[src/rtl/x_burst_gen_pkg.sv]
// Shared state encoding for the x burst source and the counting unit's models.
// Also hosts the guard-counter width helper so bench models size gcnt identically.
package x_burst_gen_pkg;

    typedef enum logic [1:0] {
        ST_IDLE = 2'd0,
        ST_SEND = 2'd1,
        ST_GAP  = 2'd2,
        ST_DONE = 2'd3
    } state_e;

    // Guard counter needs at least one bit even when GAP is 0 or 1.
    function automatic int gcnt_width(input int gap);
        return (gap > 1) ? $clog2(gap) : 1;
    endfunction

endpackage

[src/rtl/x_burst_gen_if.sv]
// Start/length/abort request and x/busy/done response bundle of the burst source.
// master drives requests (sequencer side); slave is the burst generator.
interface x_burst_gen_if #(
    parameter int W = 4
);
    logic         s;
    logic [W-1:0] len;
    logic         abort;
    logic         x;
    logic         busy;
    logic         done;

    modport master (output s, len, abort, input x, busy, done);
    modport slave  (input s, len, abort, output x, busy, done);
endinterface

[src/rtl/x_burst_gen_burst_down_counter.sv]
// W-bit loadable down-counter; load wins over dec, zero_one flags cnt == 1.
// Latency: one cycle from load/dec to cnt; no backpressure.
module burst_down_counter #(
    parameter int W = 4
) (
    input  logic         clk,
    input  logic         reset,
    input  logic         load,
    input  logic         dec,
    input  logic [W-1:0] load_val,
    output logic [W-1:0] cnt,
    output logic         zero_one
);

    always_ff @(posedge clk or negedge reset) begin
        if (!reset)
            cnt <= '0;
        else if (load)
            cnt <= load_val;
        else if (dec)
            cnt <= cnt - W'(1);
    end

    assign zero_one = (cnt == W'(1));

endmodule

[src/rtl/x_burst_gen.sv]
// Burst source: on accepted s drives x high for len cycles, then GAP low cycles, then a done pulse.
// Latency: x rises the cycle after s is accepted; s ignored while busy; abort returns to IDLE next cycle.
module x_burst_gen
    import x_burst_gen_pkg::*;
#(
    parameter int W   = 4,
    parameter int GAP = 2
) (
    input  logic           clk,
    input  logic           reset,
    x_burst_gen_if.slave   bus
);

    localparam int GW = gcnt_width(GAP);
    localparam logic [GW-1:0] GLAST = GW'((GAP > 0) ? GAP - 1 : 0);

    state_e         state, next;
    logic [GW-1:0]  gcnt;
    logic [W-1:0]   cnt;
    logic           cnt_last;
    logic           cnt_load;
    logic           x_o, busy_o, done_o;

    assign cnt_load = (state == ST_IDLE) && bus.s && (bus.len != '0);

    burst_down_counter #(.W(W)) u_cnt (
        .clk      (clk),
        .reset    (reset),
        .load     (cnt_load),
        .dec      (state == ST_SEND),
        .load_val (bus.len),
        .cnt      (cnt),
        .zero_one (cnt_last)
    );

    always_ff @(posedge clk or negedge reset) begin
        if (!reset)
            state <= ST_IDLE;
        else
            state <= next;
    end

    // gcnt restarts from 0 on every entry into GAP.
    always_ff @(posedge clk or negedge reset) begin
        if (!reset)
            gcnt <= '0;
        else if (state == ST_GAP && next == ST_GAP)
            gcnt <= gcnt + GW'(1);
        else
            gcnt <= '0;
    end

    always_comb begin
        next   = state;
        x_o    = 1'b0;
        busy_o = (state != ST_IDLE);
        done_o = 1'b0;
        case (state)
            ST_IDLE: begin
                if (bus.s)
                    next = (bus.len != '0) ? ST_SEND : ST_DONE;
            end
            ST_SEND: begin
                x_o = 1'b1;
                if (cnt_last)
                    next = (GAP == 0) ? ST_DONE : ST_GAP;
            end
            ST_GAP: begin
                if (gcnt == GLAST)
                    next = ST_DONE;
            end
            ST_DONE: begin
                done_o = 1'b1;
                next   = ST_IDLE;
            end
            default: next = ST_IDLE;
        endcase
        // Cancel overrides every other transition, including the done exit.
        if (bus.abort && state != ST_IDLE)
            next = ST_IDLE;
    end

    assign bus.x    = x_o;
    assign bus.busy = busy_o;
    assign bus.done = done_o;

    logic unused_cnt;
    assign unused_cnt = ^cnt;

endmodule
[src/flat_wrapper.sv]
// flat-port wrapper written by rule: the top's interface ports become plain ports
module x_burst_gen_flat import x_burst_gen_pkg::*;
#(
    parameter int W   = 4,
    parameter int GAP = 2
)
  (clk, reset, bus_s, bus_len, bus_abort, bus_x, bus_busy, bus_done);
  x_burst_gen_if #(.W(W)) bus_i ();
  input  logic clk;
  input  logic reset;
  input wire logic [$bits(bus_i.s)-1:0] bus_s;
  input wire logic [$bits(bus_i.len)-1:0] bus_len;
  input wire logic [$bits(bus_i.abort)-1:0] bus_abort;
  output wire logic [$bits(bus_i.x)-1:0] bus_x;
  output wire logic [$bits(bus_i.busy)-1:0] bus_busy;
  output wire logic [$bits(bus_i.done)-1:0] bus_done;
  assign bus_i.s = bus_s;
  assign bus_i.len = bus_len;
  assign bus_i.abort = bus_abort;
  assign bus_x = bus_i.x;
  assign bus_busy = bus_i.busy;
  assign bus_done = bus_i.done;
  x_burst_gen #(.W(W), .GAP(GAP)) u_core (.clk(clk), .reset(reset), .bus(bus_i));
endmodule
[config.mk]
export PLATFORM = sky130hd
export DESIGN_NAME = x_burst_gen_flat
export DESIGN_NICKNAME = d
export VERILOG_FILES = /design/src/rtl/x_burst_gen_pkg.sv /design/src/rtl/x_burst_gen_if.sv /design/src/rtl/x_burst_gen_burst_down_counter.sv /design/src/rtl/x_burst_gen.sv /design/src/flat_wrapper.sv
export SDC_FILE = /design/constraint.sdc
export NUM_CORES = 1
export LEC_CHECK = 0
export BUFFER_PORTS_ARGS = -buffer_cell sky130_fd_sc_hd__buf_4
export CAP_MARGIN = 20
export CORE_AREA = 2 2 39 41
export CTS_CLUSTER_DIAMETER = 30
export DETAILED_ROUTE_END_ITERATION = 8
export DIE_AREA = 0 0 41 43
export PLACE_DENSITY_LB_ADDON = 0.1
export SETUP_SLACK_MARGIN = 0.5
export SLEW_MARGIN = 20
export SYNTH_ARGS = -nofsm -noshare
export SYNTH_HDL_FRONTEND = slang
export SYNTH_SLANG_ARGS = --single-unit
[constraint.sdc]
create_clock -name clk -period 1.7 [get_ports clk]
set_input_delay 0.34 -clock clk [delete_from_list [all_inputs] [get_ports clk]]
set_output_delay 0.34 -clock clk [all_outputs]
set_load 0.005 [all_outputs]
# ---- Yosys cells after proc, flatten, opt, wreduce, memory -nomap -nowiden
# Cells that the tools add are included.
dict set report word_totals {
  ff_bits 7
  input_bits 8
  output_inout_bits 3
  elab_cells 29
}
dict set report op_classes {
  add_sub_neg 2
  eq_ne 5
  muxes 11
  reduce_logical 8
}
# cell count
set ops {}
lappend ops {{$mux 2} 5}
lappend ops {{$mux 4} 2}
lappend ops {{$pmux 2 s4} 1}
lappend ops {{$eq 2x2->1 const B} 3}
lappend ops {{$eq 4x1->1 const B} 1}
lappend ops {{$logic_and 1x1->1} 4}
lappend ops {{$reduce_bool 2->1} 2}
lappend ops {{$reduce_bool 4->1} 1}
lappend ops {{$sub 4x1->4 const B} 1}
lappend ops {{$mux 1} 3}
lappend ops {{$eq 2x1->1 const B} 1}
lappend ops {{$logic_not 2->1} 1}
lappend ops {{$add 1x1->1 const B} 1}

# ---- Longest topological paths before layout
# Gate-level depths: netlist of run 1.
dict set report depth {
  depth_word 8
  ltp_mapped 5
}

# ---- Cells and area by module
# Synthesis of run 1 repeated with hierarchy kept, for this count alone.
dict set report unflattened {
  hier_cells 40
  hier_area_um2 430.4
}
# module n_inst cells_each area_per_inst_um2 seq_area_each_um2
set modules_own_cells {}
lappend modules_own_cells {burst_down_counter 1 22 242.7 100.1}
lappend modules_own_cells {x_burst_gen 1 18 187.7 75.1}

# ---- Worst setup path before layout of run 1
# OpenSTA, ideal clock, no wires.
dict set report synth_path {
  path_kind {reg-to-reg}
  startpoint {register u_core.u_cnt.cnt[1]}
  endpoint {register u_core.state[0]}
  t_arrival_ns 1.230
  required_ns 1.574
  path_slack_ns 0.344
  path_stages_with_launch 6
  path_buffers 0
  synth_period_minus_slack_ns 1.356
  path_cell_list {dfrtp_1 > inv_1 > ha_1 > or3b_2 > a2bb2oi_1 > o21ai_0}
}
dict set report synth_between {
  elab_chain_len 4
}
# item line
set synth_rtl {}
lappend synth_rtl {{start, declared} x_burst_gen_burst_down_counter.sv:11} ;# output logic [W-1:0] cnt,
lappend synth_rtl {{start signal, assigned} x_burst_gen_burst_down_counter.sv:19} ;# cnt <= load_val;
lappend synth_rtl {{start signal, assigned} x_burst_gen_burst_down_counter.sv:21} ;# cnt <= cnt - W'(1);
lappend synth_rtl {{$eq 4x1->1} x_burst_gen_burst_down_counter.sv:24} ;# assign zero_one = (cnt == W'(1));
lappend synth_rtl {{$mux 2} x_burst_gen.sv:65} ;# if (cnt_last)
lappend synth_rtl {{$pmux 2 s4} x_burst_gen.sv:58} ;# case (state)
lappend synth_rtl {{$mux 2} x_burst_gen.sv:79} ;# if (bus.abort && state != ST_IDLE)
lappend synth_rtl {{net u_core.next[0]} x_burst_gen.sv:17} ;# state_e state, next;
lappend synth_rtl {{end signal, assigned} x_burst_gen.sv:40} ;# state <= next;
lappend synth_rtl {{end, declared} x_burst_gen.sv:17}
# The timed path passes the listed nets, and every way through them passes these cells.
# A chain may end at the register's enable or synchronous reset.

# ---- Worst setup path in the final report of run 1
dict set report layout_path {
  startpoint {register u_core.state[0]}
  endpoint {register u_core.u_cnt.cnt[0]}
}
dict set report layout_between {
  elab_chain_len 4
}
# item line
set layout_rtl {}
lappend layout_rtl {{$logic_not 2->1} x_burst_gen.sv:24} ;# assign cnt_load = (state == ST_IDLE) && bus.s && (bus.len != '0);
lappend layout_rtl {{$logic_and 1x1->1 (2 in a row)} x_burst_gen.sv:24}
lappend layout_rtl {{$mux 4 or $reduce_bool 2->1 (tied branches)} -}
# Parallel ways exist; a longest one is shown, timed or not.

==> results.sh, run 1 <==
export IMPL_syn_nets=52
export IMPL_ctsLongestPathBuffers=2
export IMPL_clock_sinks=7
export IMPL_grt_pass1_vias=452
export IMPL_syn_area_um2=428
export IMPL_fmax_mhz=702
export IMPL_yosys_register_bits=7
export IMPL_ant_nets=0
export IMPL_vias=443
export IMPL_start_kind="flip-flop"
export IMPL_dpl_cell_count=68
export IMPL_switching_share_pct=37.6
export IMPL_drt_first_pass_iters=4
export IMPL_rsz0062_at_grt="yes"
export IMPL_p_int_mw=0.719
export IMPL_grt_pass1_wl_mm=1.95
export IMPL_multi_input_area_um2=288
export IMPL_arrival_ns=1.61
export IMPL_gp_congestion=0.732
export IMPL_dp_hpwl_um=828
export IMPL_die_area_um2=1760
export IMPL_syn_to_final_growth_pct=63.7
export IMPL_fin_crit_ns=1.42
export IMPL_final_cell_count_no_fill=83
export IMPL_initial_utilization_pct=30.9
export IMPL_final_core_util_pct=50.6
export IMPL_cts_htree_levels=1
export IMPL_critPathCaptureType="flip-flop"
export IMPL_outcome="completed"
export IMPL_worstPathMaxFanout=6
export IMPL_power_switching_mw=0.433
export IMPL_peakVddDrop_v=0.000801
export IMPL_leakage_nw=0.303
export IMPL_drt_total_wl_mm=1.21
export IMPL_io_buffers=10
export IMPL_vias_per_cell=5.34
export IMPL_fill_cells=128
export IMPL_hold_viol_final=0
export IMPL_numCtsBuffers=3
export IMPL_track_usage_pct=16.5
export IMPL_cp_slowest_cell="dfrtp_2"
export IMPL_critPathBufInv=1
export IMPL_synth_cell_types=25
export IMPL_root_buffer="clkbuf_4"
export IMPL_die_w_um=41
export IMPL_slowest_delay_ns=0.45
export IMPL_dpl_cell_area_um2=541
export IMPL_cp_cell_sequence="buf_6 -> or3b_4 -> o21ai_4 -> o221a_1"
export IMPL_antenna_found_initial=0
export IMPL_avgSynthCellArea_um2=10.2
export IMPL_maxCapViolCount=0
export IMPL_drt_iter0_drc=16
export IMPL_wl_per_cell_um=14.6
export IMPL_dieHeight_um=43
export IMPL_antenna_cells=0
export IMPL_slew_violations=0
export IMPL_clkLatencyLatePin_ns=0.25
export IMPL_ios=11
export IMPL_grt_ovfl_total=0
export IMPL_share_seq_of_total_power_pct=27.8
export IMPL_grt_max_degree=8
export IMPL_fin_area_um2=701
export IMPL_tightestPinTransition_ns=0.589
export IMPL_drive_above_1_share_pct=59.7
export IMPL_coreArea_um2=1380
export IMPL_combPwrFrac_pct=58.8
export IMPL_critical_path_top_delay_family="flip-flops"
export IMPL_pwr_share_clk_pct=13.3
export IMPL_drc=0
export IMPL_required_ns=1.89
export IMPL_period_share_pct=83.7
export IMPL_regArea_um2=178
export IMPL_finalSetupViolCount=0
export IMPL_maxSlewHeadroom_pct=60.4
export IMPL_min_delay_path_class="input pin to flip-flop"
export IMPL_ys_seq_area_share_pct=40.9
export IMPL_tritoncts="yes"
export IMPL_setup_tns_ns=0
export IMPL_synthCells=42
export IMPL_final_setup_skew_ns=0.00286
export IMPL_clkSlewWorstSetupHoldPaths_ns=0.05
export IMPL_crit_type="flip-flop to flip-flop"
export IMPL_final_nets=78
export IMPL_p_per_area_nw_per_um2=1640
export IMPL_yosys_warnings=0
export IMPL_row_count=14
## power by group through the flow
stage | Clock [mW] | Combinational, mW | Sequential [mW]
after detailed placement | 0 | 0.410 | 0.332
final | 0.154 | 0.678 | 0.321
after CTS | 0.155 | 0.629 | 0.317
after global placement | 0 | 0.383 | 0.328
after global routing | 0.164 | 0.737 | 0.331
after floorplan | 0 | 0.280 | 0.307
## repair_timing
action	in CTS	in global routing
setup endpoints to repair	9	9
setup buffers	8	2
resized for setup	9	4
hold buffers	1	0
pin swaps	1	0
endpoints found under the hold margin	7	0
## placed cells by master (no fill, tap or decap), types with 3 or more instances in the layout
| master | count |
|---|---|
| buf_4 | 17 |
| buf_6 | 3 |
| clkbuf_4 | 3 |
| dfrtp_1 | 5 |
| nand2_1 | 4 |
## routing by layer
| metal | track usage [%] | wire length [um] | up-vias |
|---|---|---|---|
| met1 | 20.1 | 504 | 209 |
| met3 | 3.14 | 67 | 6 |
| met2 | 26.3 | 599 | 16 |
| met5 | 0 | 0 | - |
| met4 | 8.00 | 39 | 0 |
| li1 | - | - | 212 |
## cell type report
cell class / instances / area share [%]
Clock buffer: 4 / 3.75
Sequential cell: 7 / 25.4
Multi-Input combinational cell: 31 / 41.1
Timing Repair Buffer: 21 / 24.5
Tap cell: 16 / 2.86
Inverter: 4 / 2.50
## registers in the layout, indices dropped and copies added, names as in the netlist
name and count:
u_core.u_cnt.cnt 4, u_core.gcnt 1, u_core.state 2
## cells in the mapped netlist, drive strengths merged
library cell / number / area share, %
nor4: 3 / 5.8
ha: 2 / 5.8
nor2: 1 / 0.88
o41ai: 1 / 2.0
and2: 1 / 1.8
or3b: 2 / 4.7
o2bb2ai: 1 / 2.0
a31oi: 2 / 2.9
nor3b: 1 / 1.8
and4b: 1 / 2.6
nand2b: 2 / 2.9
nand2: 4 / 3.5
o221ai: 1 / 2.0
nor2b: 1 / 1.5
inv: 4 / 3.5
or2: 1 / 1.5
a2bb2oi: 1 / 2.0
dfrtp: 7 / 41
o221a: 2 / 5.3
o32ai: 1 / 2.0
o21ai: 2 / 3.2
nor3: 1 / 1.2
## stage by stage
step,setup WS [ns],total power [mW],hold slack [ns]
floorplan,0.477,0.587,0.0444
global placement,0.321,0.711,0.155
detailed placement,0.297,0.742,0.156
CTS,0.283,1.10,0.281
global route,0.240,1.23,0.285
finish,0.276,1.15,0.283
## kinds of logic after synthesis
family | share of synthesized area (%)
simple gates | 28.1
flops | 40.9
compound gates | 21.6
buf+inv | 3.51
fa+ha+maj | 5.85
## final timing paths
path / from / endpoint / slack (ns) / cells after the start
max in group asynchronous: reset / u_core.state[1] / 1.13 / 2
min in group asynchronous: reset / u_core.u_cnt.cnt[0] / 0.44 / 2
worst min register to register: u_core.gcnt / u_core.gcnt / 0.43 / 1
worst min-delay path: bus_abort / u_core.gcnt / 0.28 / 2
worst max register to register: u_core.state[0] / u_core.u_cnt.cnt[0] / 0.28 / 4
worst max-delay path: u_core.state[0] / u_core.u_cnt.cnt[0] / 0.28 / 4
Note: power is estimated with default switching activity, not from simulation.
==> inputs of run 2 (changes only) <==
Clock period 1.7 ns to 1.25 ns, I/O delays scaled along.
==> run 2 against run 1 <==
  * The run now ends with setup timing left
  * Cell area is 20% higher
  * Clock skew is 0.0023 ns higher
  * Clock power is 38% higher
  * Sequential share of layout area is 4.3 points lower
  * Clock-buffer cell count stayed put
  * Critical path type unchanged
  * Highest routed layer unchanged
==> results.sh, run 2 (synthesized netlist as in run 1, its figures left out) <==
export IMPL_largest_registers="u_core.u_cnt.cnt x4, u_core.state x2, u_core.gcnt x1"
export IMPL_violations="setup timing"
export IMPL_grt_max_degree=8
export IMPL_gp_congestion=0.767
export IMPL_ctsLongestPathBuffers=2
export IMPL_antenna_cells=0
export IMPL_fmax_mhz=714
export IMPL_track_usage_pct=18.1
export IMPL_setup_ws_ns=-0.150
export IMPL_outcome="finished with violations"
export IMPL_drive_above_1_share_pct=68.8
export IMPL_rsz0062_at_grt="yes"
export IMPL_worstPathMaxFanout=3
export IMPL_final_setup_skew_ns=0.00519
export IMPL_vias=473
export IMPL_clkSlewWorstSetupHoldPaths_ns=0.06
export IMPL_hold_viol_final=0
export IMPL_leakage_nw=0.372
export IMPL_setup_tns_ns=-0.954
export IMPL_drt_first_pass_iters=4
export IMPL_finalPower_mw=1.85
export IMPL_drt_total_wl_mm=1.31
export IMPL_grt_ovfl_total=0
export IMPL_io_buffers=10
export IMPL_drt_iter0_drc=3
export IMPL_initial_utilization_pct=30.9
export IMPL_syn_to_final_growth_pct=97.1
export IMPL_mostFrequentLayoutCell="buf_4"
export IMPL_fin_crit_ns=1.40
export IMPL_final_nets=88
export IMPL_ant_nets=0
export IMPL_min_delay_path_class="input pin to flip-flop"
export IMPL_dp_hpwl_um=924
export IMPL_vias_per_cell=5.09
export IMPL_die_area_um2=1760
export IMPL_regMostFlops="u_core.u_cnt.cnt"
export IMPL_ios=11
export IMPL_arrival_ns=1.59
export IMPL_clkLatencyLatePin_ns=0.26
export IMPL_grt_pass1_wl_mm=2.08
export IMPL_maxCapViolCount=0
export IMPL_dpl_cell_area_um2=611
export IMPL_dieHeight_um=43
export IMPL_wl_per_cell_um=14.1
export IMPL_cts_htree_levels=1
export IMPL_p_per_area_nw_per_um2=2190
export IMPL_fill_cells=113
export IMPL_grt_pass1_vias=491
export IMPL_root_buffer="clkbuf_4"
export IMPL_antenna_found_initial=0
export IMPL_numCtsBuffers=3
export IMPL_maxSlewHeadroom_pct=82.5
export IMPL_drc=0
export IMPL_period_share_pct=112
export IMPL_fin_area_um2=843
export IMPL_slew_violations=0
export IMPL_crit_type="flip-flop to flip-flop"
export IMPL_start_kind="flip-flop"
export IMPL_row_count=14
export IMPL_finalSetupViolCount=9
export IMPL_peakVddDrop_v=0.00104
export IMPL_critPathCaptureType="flip-flop"
export IMPL_reg2reg_slack_ns=-0.15
export IMPL_final_cell_mix="buf_4, buf_6, dfrtp_1, nand2_1, clkbuf_4"
export IMPL_clock_sinks=7
export IMPL_largest_reg_flops=4
export IMPL_required_ns=1.44
export IMPL_die_w_um=41
export IMPL_tightestPinTransition_ns=0.262
export IMPL_coreArea_um2=1380
export IMPL_tritoncts="yes"
==> run 2: cell count changes in the layout (fill, tap and decap cells not counted) <==
cell     before  now
nor3_2        1    0
o41ai_1       1    0
nor4_1        2    1
nor4_4        0    1
buf_4        17   22
o41ai_4       0    1
buf_6         3    8
and2_2        1    0
nor2b_1       1    0
nor2b_4       0    1
and2_4        0    1
nor3_4        0    1
==> run 2: worst max-delay path, cell delays in order, from the launching register on <==
cell and delay, ns:
dfrtp_2 0.43, buf_6 0.13, or3b_4 0.41, o21ai_4 0.18, o221a_1 0.20
==> run 2: final timing paths <==
check / startpoint / endpoint / depth (start not counted)
setup / recovery: u_core.state[1] / u_core.u_cnt.cnt[0] / 4
hold / removal: bus_abort / u_core.gcnt / 2
setup reg to reg: u_core.state[1] / u_core.u_cnt.cnt[0] / 4
hold reg to reg: u_core.gcnt / u_core.gcnt / 1
max in group asynchronous: reset / u_core.state[1] / 2
min in group asynchronous: reset / u_core.u_cnt.cnt[3] / 2
==> run 2: area by class of cell <==
| type | count | area [um^2] | area share (%) |
|---|---|---|---|
| clock buffer | 4 | 26.3 | 3.12 |
| timing repair buffer | 31 | 265 | 31.5 |
| inverter | 4 | 17.5 | 2.08 |
| sequential | 7 | 178 | 21.1 |
| multi-input combinational | 31 | 337 | 39.9 |
| tap | 16 | 20.0 | 2.37 |
==> run 2: per-stage QoR <==
step | hold WS (ns) | cells | util, % | setup WS, ns
2_1_floorplan | -0.0456 | 42 | - | 0.0273
3_3_place_gp | 0.0679 | 77 | 44.1 | -0.0308
3_5_place_dp | 0.0703 | 77 | 44.1 | -0.0749
4_1_cts | 0.192 | 86 | 53.8 | -0.167
5_1_grt | 0.209 | 93 | 60.9 | -0.201
6_report | 0.220 | 93 | 60.9 | -0.150
==> run 2: per-layer routing <==
layer	share of wire [%]	track usage (%)	vias up	routed length, um
li1	-	-	232	-
met1	40	19.5	231	518
met2	57	29.1	8	742
met3	2.5	4.71	2	33
met4	1.1	12.0	0	14
met5	0	0	-	0
==> run 2: report_power, final <==
| group | switching [mW] | leakage [nW] | internal [mW] |
|---|---|---|---|
| Combinational | 0.478 | 0.273 | 0.721 |
| Sequential | 0.117 | 0.0840 | 0.320 |
| Clock | 0.0910 | 0.0150 | 0.122 |
| Total | 0.686 | 0.372 | 1.16 |
==> run 2: timing repair <==
item / in CTS / in global routing
pin swaps: 7 / 6
hold buffers: 1 / 0
buffers inserted: 4 / 7
gates resized for setup: 16 / 8
endpoints found under the setup margin: 10 / 10
hold endpoints to repair: 7 / 0
==> inputs of run 3 (changes only) <==
Settings changed: SKIP_LAST_GASP set to 1.
Clock period 1.25 ns to 1.8 ns, I/O delays scaled along.
==> run 3 against run 2 <==
  * The flow now finishes without violations
  * Setup slack improved by 0.49 ns
  * Non-clock buffer count fell by 9
  * Hold slack better by 0.076 ns
  * Global-route usage rose by 0.59 points
  * Largest power group unchanged
  * Core utilization shrank 8.8 points
  * Critical path depth is 2 lower
==> results.sh, run 3 (synthesized netlist as in run 1, its figures left out) <==
export IMPL_outcome="completed"
export IMPL_clock_sinks=7
export IMPL_p_per_area_nw_per_um2=1550
export IMPL_ios=11
export IMPL_largest_reg_flops=4
export IMPL_power_switching_mw=0.418
export IMPL_largest_registers="u_core.u_cnt.cnt x4, u_core.state x2, u_core.gcnt x1"
export IMPL_row_count=14
export IMPL_grt_ovfl_total=0
export IMPL_drt_total_wl_mm=1.19
export IMPL_reg2reg_slack_ns=0.35
export IMPL_syn_to_final_growth_pct=68.7
export IMPL_p_int_mw=0.700
export IMPL_cts_htree_levels=1
export IMPL_hold_viol_final=0
export IMPL_drc=0
export IMPL_initial_utilization_pct=30.9
export IMPL_rsz0062_at_grt="yes"
export IMPL_coreArea_um2=1380
export IMPL_final_nets=79
export IMPL_critPathCaptureType="output pin"
export IMPL_fin_crit_ns=1.46
export IMPL_ctsLongestPathBuffers=2
export IMPL_fill_cells=131
export IMPL_dpl_cell_count=68
export IMPL_slowest_delay_ns=0.46
export IMPL_io_buffers=10
export IMPL_r2r_start="u_core.state[0]"
export IMPL_gp_congestion=0.672
export IMPL_numCtsBuffers=3
export IMPL_pwr_share_clk_pct=13.6
export IMPL_dieHeight_um=43
export IMPL_vias=448
export IMPL_track_usage_pct=18.7
export IMPL_mostFrequentLayoutCell="buf_4"
export IMPL_hold_path_cell_count=2
export IMPL_r2r_cells=4
export IMPL_antenna_found_initial=0
export IMPL_peakVddDrop_v=0.000584
export IMPL_fmax_mhz=687
export IMPL_cp_startpoint="u_core.state[0]"
export IMPL_die_area_um2=1760
export IMPL_final_cell_mix="buf_4, nand2_1, dfrtp_1"
export IMPL_clkLatencyLatePin_ns=0.26
export IMPL_clkSlewWorstSetupHoldPaths_ns=0.06
export IMPL_rr_endpoint="u_core.u_cnt.cnt[0]"
export IMPL_combPwrFrac_pct=58.3
export IMPL_setup_tns_ns=0
export IMPL_switching_share_pct=37.4
export IMPL_tritoncts="yes"
export IMPL_slew_violations=0
export IMPL_wl_per_cell_um=14.2
export IMPL_cp_cell_sequence="or2_4 -> buf_6"
export IMPL_maxCapViolCount=0
export IMPL_cp_slowest_cell="dfrtp_2"
export IMPL_required_ns=1.44
export IMPL_drt_first_pass_iters=4
export IMPL_ant_nets=0
export IMPL_maxSlewHeadroom_pct=57.8
export IMPL_vias_per_cell=5.33
export IMPL_tightestPinTransition_ns=0.628
export IMPL_start_kind="flip-flop"
export IMPL_finalSetupViolCount=0
export IMPL_grt_pass1_vias=495
export IMPL_leakage_nw=0.307
export IMPL_final_cell_count_no_fill=84
export IMPL_period_share_pct=80.9
export IMPL_final_setup_skew_ns=0.00963
export IMPL_worstPathMaxFanout=5
export IMPL_drt_iter0_drc=5
export IMPL_arrival_ns=1.10
export IMPL_antenna_cells=0
export IMPL_regMostFlops="u_core.u_cnt.cnt"
export IMPL_grt_max_degree=9
export IMPL_root_buffer="clkbuf_4"
export IMPL_min_delay_path_class="input pin to flip-flop"
export IMPL_die_w_um=41
export IMPL_endpoint="bus_busy"
export IMPL_drive_above_1_share_pct=63.2
export IMPL_grt_pass1_wl_mm=2.12
export IMPL_crit_type="flip-flop to output pin"
export IMPL_share_seq_of_total_power_pct=28.1
export IMPL_dp_hpwl_um=798
run 3: worst min path at each step:
stage / from / to / slack [ns]
3_3_place_gp: reset / u_core.state[1] / 0.18
4_1_cts: bus_abort / u_core.gcnt / 0.29
6_report: bus_abort / u_core.gcnt / 0.30
2_1_floorplan: reset / u_core.gcnt / 0.06
5_1_grt: bus_abort / u_core.gcnt / 0.28
3_5_place_dp: reset / u_core.gcnt / 0.18
run 3: cell type report:
class	count	area, um^2	area share, %
Multi-Input combinational cell	31	300	41.6
Sequential cell	7	179	24.8
Timing Repair Buffer	22	179	24.8
Clock buffer	4	26.3	3.64
Tap cell	16	20.0	2.77
Inverter	4	17.5	2.43
run 3: power by group through the flow:
stage               Combinational, mW  Sequential (mW)  Clock, mW
floorplan                       0.247            0.284          0
detailed placement              0.353            0.309          0
CTS                             0.577            0.310      0.155
global placement                0.349            0.304          0
finish                          0.652            0.314      0.153
global route                    0.720            0.321      0.169
run 3: critical path, delay by kind of cell, from the launching register on:
kind                   cells  cell delay [ns]
buffers and inverters      1             0.11
DFF                        1             0.46
and+or+nand+nor            1             0.26
run 3: timing repair:
action	4_1_cts	5_1_grt
hold endpoints to repair	7	0
hold buffers	1	0
resized for setup	17	3
pin swaps	7	4
endpoints found under the setup margin	9	9
setup buffers	7	4
run 3: layer usage:
| layer | vias to the layer above | GRT usage (%) | wire length (um) |
|---|---|---|---|
| met5 | - | 0 | 0 |
| met4 | 0 | 14.0 | 29 |
| met3 | 4 | 5.24 | 41 |
| met2 | 11 | 29.7 | 651 |
| met1 | 218 | 19.4 | 469 |
| li1 | 215 | - | - |
run 3: stage by stage:
| stage | setup slack (ns) | power (mW) | hold WS (ns) | instance area [um^2] | utilization (%) |
|---|---|---|---|---|---|
| floorplan | 0.542 | 0.531 | 0.0644 | 430 | - |
| global placement | 0.381 | 0.653 | 0.179 | 526 | 38.0 |
| detailed placement | 0.362 | 0.662 | 0.183 | 526 | 38.0 |
| CTS | 0.357 | 1.04 | 0.291 | 681 | 49.2 |
| global route | 0.318 | 1.21 | 0.283 | 722 | 52.2 |
| finish | 0.344 | 1.12 | 0.296 | 722 | 52.2 |
